`src/rtl/hr_multicycle_ctrl.sv`:
```
// rtl/hr_multicycle_ctrl.sv - multi-cycle fetch/decode/execute/memory/writeback sequencer
module hr_multicycle_ctrl #(
  parameter logic [63:0] RESET_PC = 64'h0
) (
  input  logic        clk_i,
  input  logic        rst_ni,
  output logic        imem_req_o,
  input  logic        imem_gnt_i,
  input  logic        imem_rvalid_i,
  input  logic [31:0] imem_rdata_i,
  output logic        dmem_req_o,
  output logic        dmem_we_o,
  input  logic        dmem_gnt_i,
  input  logic        dmem_rvalid_i,
  input  logic [63:0] next_pc_i,
  output logic [63:0] pc_o,
  output logic [31:0] ir_o,
  output logic        alu_we_o,
  output logic        mdr_we_o,
  output logic        reg_we_o,
  output logic        retire_o,
  output logic [31:0] instret_o,
  output logic        trap_o
);

  typedef enum logic [2:0] {
    FETCH_REQ, FETCH_WAIT, DECODE, EXECUTE, MEM_REQ, MEM_WAIT, WRITEBACK, TRAP
  } state_t;

  typedef enum logic [1:0] {
    CLS_R, CLS_LOAD, CLS_STORE, CLS_BRANCH
  } cls_t;

  state_t      state_q, state_d;
  cls_t        cls_q, cls_d;
  logic [63:0] pc_q;
  logic [31:0] ir_q;
  logic [31:0] instret_q;
  // Holds off the first fetch request until the first clock after reset release.
  logic        run_q;

  logic        ir_load;
  logic        retire_point;
  logic        retire;
  logic        imem_req;
  logic        dmem_req;
  logic        dmem_we;
  logic        alu_we;
  logic        mdr_we;
  logic        reg_we;
  logic        trap;

  // Next-state and strobe decode; a misaligned target at a retire point diverts to TRAP.
  always_comb begin
    state_d      = state_q;
    cls_d        = cls_q;
    ir_load      = 1'b0;
    retire_point = 1'b0;
    retire       = 1'b0;
    imem_req     = 1'b0;
    dmem_req     = 1'b0;
    dmem_we      = 1'b0;
    alu_we       = 1'b0;
    mdr_we       = 1'b0;
    reg_we       = 1'b0;
    trap         = 1'b0;

    case (state_q)
      FETCH_REQ: begin
        imem_req = run_q;
        if (run_q && imem_gnt_i) state_d = FETCH_WAIT;
      end
      FETCH_WAIT: begin
        if (imem_rvalid_i) begin
          ir_load = 1'b1;
          state_d = DECODE;
        end
      end
      DECODE: begin
        state_d = EXECUTE;
        case (ir_q[6:0])
          7'b0110011: cls_d = CLS_R;
          7'b0000011: cls_d = CLS_LOAD;
          7'b0100011: cls_d = CLS_STORE;
          7'b1100011: cls_d = CLS_BRANCH;
          default:    state_d = TRAP;
        endcase
      end
      EXECUTE: begin
        alu_we = 1'b1;
        case (cls_q)
          CLS_BRANCH: begin
            retire_point = 1'b1;
            state_d      = FETCH_REQ;
          end
          CLS_R:   state_d = WRITEBACK;
          default: state_d = MEM_REQ;
        endcase
      end
      MEM_REQ: begin
        dmem_req = 1'b1;
        dmem_we  = (cls_q == CLS_STORE);
        if (dmem_gnt_i) state_d = MEM_WAIT;
      end
      MEM_WAIT: begin
        if (dmem_rvalid_i) begin
          if (cls_q == CLS_STORE) begin
            retire_point = 1'b1;
            state_d      = FETCH_REQ;
          end else begin
            mdr_we  = 1'b1;
            state_d = WRITEBACK;
          end
        end
      end
      WRITEBACK: begin
        reg_we       = 1'b1;
        retire_point = 1'b1;
        state_d      = FETCH_REQ;
      end
      default: begin
        trap    = 1'b1;
        state_d = TRAP;
      end
    endcase

    if (retire_point) begin
      if (next_pc_i[1:0] != 2'b00) state_d = TRAP;
      else                         retire  = 1'b1;
    end
  end

  // State, PC, IR and retire counter registers.
  always_ff @(posedge clk_i or negedge rst_ni) begin
    if (!rst_ni) begin
      state_q   <= FETCH_REQ;
      cls_q     <= CLS_R;
      pc_q      <= RESET_PC;
      ir_q      <= 32'h0;
      instret_q <= 32'h0;
      run_q     <= 1'b0;
    end else begin
      state_q <= state_d;
      cls_q   <= cls_d;
      run_q   <= 1'b1;
      if (ir_load) ir_q <= imem_rdata_i;
      if (retire) begin
        pc_q      <= next_pc_i;
        instret_q <= instret_q + 32'd1;
      end
    end
  end

  assign imem_req_o = imem_req;
  assign dmem_req_o = dmem_req;
  assign dmem_we_o  = dmem_we;
  assign alu_we_o   = alu_we;
  assign mdr_we_o   = mdr_we;
  assign reg_we_o   = reg_we;
  assign retire_o   = retire;
  assign trap_o     = trap;
  assign pc_o       = pc_q;
  assign ir_o       = ir_q;
  assign instret_o  = instret_q;

endmodule

```
`config.mk`:
```
export PLATFORM = sky130hd
export DESIGN_NAME = hr_multicycle_ctrl
export DESIGN_NICKNAME = d
export VERILOG_FILES = /design/src/rtl/hr_multicycle_ctrl.sv
export SDC_FILE = /design/constraint.sdc
export NUM_CORES = 1
export LEC_CHECK = 0
export CAP_MARGIN = 10
export CORE_MARGIN = 3
export CORE_UTILIZATION = 43
export DETAILED_ROUTE_END_ITERATION = 8
export MAX_ROUTING_LAYER = met4
export PLACE_DENSITY = 0.83
export SETUP_SLACK_MARGIN = 0.15
export SLEW_MARGIN = 40
export SYNTH_ARGS = -nofsm -noshare
export SYNTH_HDL_FRONTEND = slang
export SYNTH_SLANG_ARGS = --single-unit
export TNS_END_PERCENT = 20
```
`constraint.sdc`:
```
create_clock -name clk_i -period 2.65 [get_ports clk_i]
set_clock_uncertainty 0.1 [all_clocks]
set_input_delay 0.3975 -clock clk_i [delete_from_list [all_inputs] [get_ports clk_i]]
set_output_delay 0.3975 -clock clk_i [all_outputs]
set_load 0.01 [all_outputs]
```
==> impl_metrics.toml <==
[routing]
wire_per_inst_um = 18.2
drt_pass1_iterations = 5
post-route-drc-count = 0
routed_wl_um = 15400
viasPerCell = 5.17
vias = 4362
postRouteAntennaNets = 0
first_iter_violations = 275

[critical_path]
rr_worst_depth = 4
worstPathCellList = "buf_4 > nand2b_1 > nor3_1 > clkdlybuf4s50_1"
start_kind = "flip-flop"
rrSetupSlack_ns = 0.48
slowest_delay_ns = 0.57
critPathBufInv = 2
cp_top_family = "buffers and inverters"
worstPathArrival_ns = 1.88
cp-end-kind = "primary output"
critPathSlowestCell = "clkdlybuf4s50_1"
crit_cells = 4
cp_max_fo = 8
crit_type = "flip-flop to primary output"
required_ns = 2.15

[pwr]
p_int_mw = 6.33
power_frac_seq_pct = 36.5
switching_share_pct = 29.9
power_frac_clock_pct = 23.6
powerDensity_nw_per_um2 = 1010
leakagePower_nw = 3.77
switching_power_mw = 2.70
comb_power_share_pct = 39.9
peakVddDrop_uv = 619

[logic_synthesis]
syn_area_um2 = 5740
yosys.cell_types.count = 50
synth_flop_cell = "dfrtp_1"
synthArstFlopShare_pct = 100
synthesis.nets = 517
ys_seq_area_share_pct = 58.4
yosysWarnings = 0
syn_avg_cell_area_um2 = 13.9
synth_seq_cells = 134
synth-edff-count = 0
netlist_instances = 414

[timing]
holdWs_ns = -0.0113
final.min_clock_period_ns = 2.37
fin_crit_sh_pct = 89.6
rsz0062_at_grt = "yes"
setup_tns_ns = 0
setup_viol = 0
fmax_ghz = 0.421
drv_slew = 0
hold_viol = 24
relSlewSlack_pct = 51.9
tightest_slew_ns = 0.722

[clock_tree]
cts_max_path_buffers = 2
cts_tree = "done"
clk_latency_ns = 0.40
clock_tree.root_cell = "clkbuf_16"
clk_pin_slew_ns = 0.05
h-tree-depth = 4
cts_sinks = 134
cts_buffers = 17

[global_routing]
grt_start_max_net_pins = 135
gr-total-overflow = 0
antenna_found_initial = 0
gr-usage-all-layers_pct = 21.5
grt_pass1_vias = 4745
grt_pass1_wl_um = 24200

[min_path]
hp-class = "input pin to async pin"

[die]
core_um2 = 12800
start_util_pct = 44.8
die_h_um = 122
die-area_um2 = 14800
num_rows = 41
ios = 238
chipWidth_um = 122

[place]
place_congestion = 0.857
portBuffers = 237
dp_hpwl_um = 11000

[finish]
final_common_cell = "clkdlybuf4s50_1"
nets = 764
antennaDiodeCount = 0
final_cell_mix = "clkdlybuf4s50_1 (234), dfrtp_1 (134), mux2_2 (94), xnor2_1 (19), clkbuf_16 (17)"
nFillCells = 911
syn_to_final_growth_pct = 55.1
drive_above_1_share_pct = 22.3

[run_status]
outcome = "complete, but fails checks"
violations = "hold timing"

[run]
maxCapViolations = 0
kinds of logic after synthesis:
family | count (synthesis) | synth area share [%]
muxes | 94 | 18.4
other | 1 | 0.0653
adders and majority gates | 2 | 0.392
and+or+nand+nor | 75 | 7.61
buffers and inverters | 30 | 2.53
AOI/OAI and AO/OA | 47 | 7.84
DFF | 134 | 58.4
xor gates and xnor gates | 31 | 4.73
final timing paths:
check,end,start
min in group clk_i,instret_o[31],instret_o[31]
worst min-delay path,ir_o[17],rst_ni
worst max register to register,instret_o[21],instret_o[13]
worst max-delay path,dmem_we_o,state_q[1]
max in group asynchronous,instret_o[23],rst_ni
worst min register to register,instret_o[31],instret_o[31]
power by group through the flow:
stage	Combinational (mW)	Clock [mW]	Sequential [mW]
final	3.60	2.13	3.30
after global routing	3.81	2.28	3.39
after CTS	3.64	2.18	3.31
after detailed placement	3.61	0	3.32
after global placement	3.53	0	3.26
after floorplan	1.15	0	3.59
metrics by stage:
stage                     total power [mW]  area (µm²)  setup slack [ns]  instances  utilization (%)
after floorplan                       4.74        5740             0.562        414                -
after global placement                6.78        8370             0.104        813             65.3
after detailed placement              6.93        8370            0.0975        813             65.3
after CTS                             9.13        8900             0.164        844             69.4
after global routing                  9.48        8910             0.137        844             69.5
final                                 9.03        8910             0.276        844             69.5
timing repair:
action	in CTS	in global routing
buffers inserted	1	0
gates resized for setup	1	1
setup endpoints to repair	1	2
hold buffers	0	0
routing by layer:
layer  up-vias  wire, µm  global-route usage [%]
li1       2002         -                       -
met3        27       889                    6.31
met5         -         0                       -
met2       163      8140                    36.1
met4         0       314                    7.35
met1      2170      6010                    24.9
state kept, by name, summed over array words and instances, names as in the netlist:
register	flops
cls_q	2
instret_o	32
ir_o	32
pc_o	64
run_q	1
state_q	3
final cells by class:
type	count	area, µm²	share of cell area (%)
Timing Repair Buffer	251	2530	28.4
Multi-Input combinational cell	250	2260	25.4
Clock inverter	4	47.5	0.534
Inverter	7	26.3	0.295
Sequential cell	134	3350	37.6
Tap cell	172	215	2.42
Clock buffer	26	479	5.38
cell usage after synthesis, types with 2 or more instances:
cell type  instances  area share (%)
dfrtp_1          134              58
a21oi_1            2            0.17
nand4_1            3            0.33
nor3_1             6            0.52
o2111ai_1         11             1.7
buf_2             11            0.96
xnor2_1           19             2.9
nor2_1            12            0.78
mux2_2            94              18
buf_1              2            0.13
and4_1             3            0.46
inv_1              7            0.46
and2_1             6            0.65
nand3_1            7            0.61
o21ai_0            3            0.26
buf_4              3            0.39
clkbuf_1           6            0.39
a2111oi_2          9             2.4
nand4bb_1          2            0.39
nor2b_1            2            0.22
nand2_1           14            0.92
xor2_1            12             1.8
and3_1             8            0.87
o221ai_1           2            0.31
a211oi_1           3            0.39
o211ai_1           8             1.0
nand2b_1           2            0.22
(Power assumes the default switching activity.)
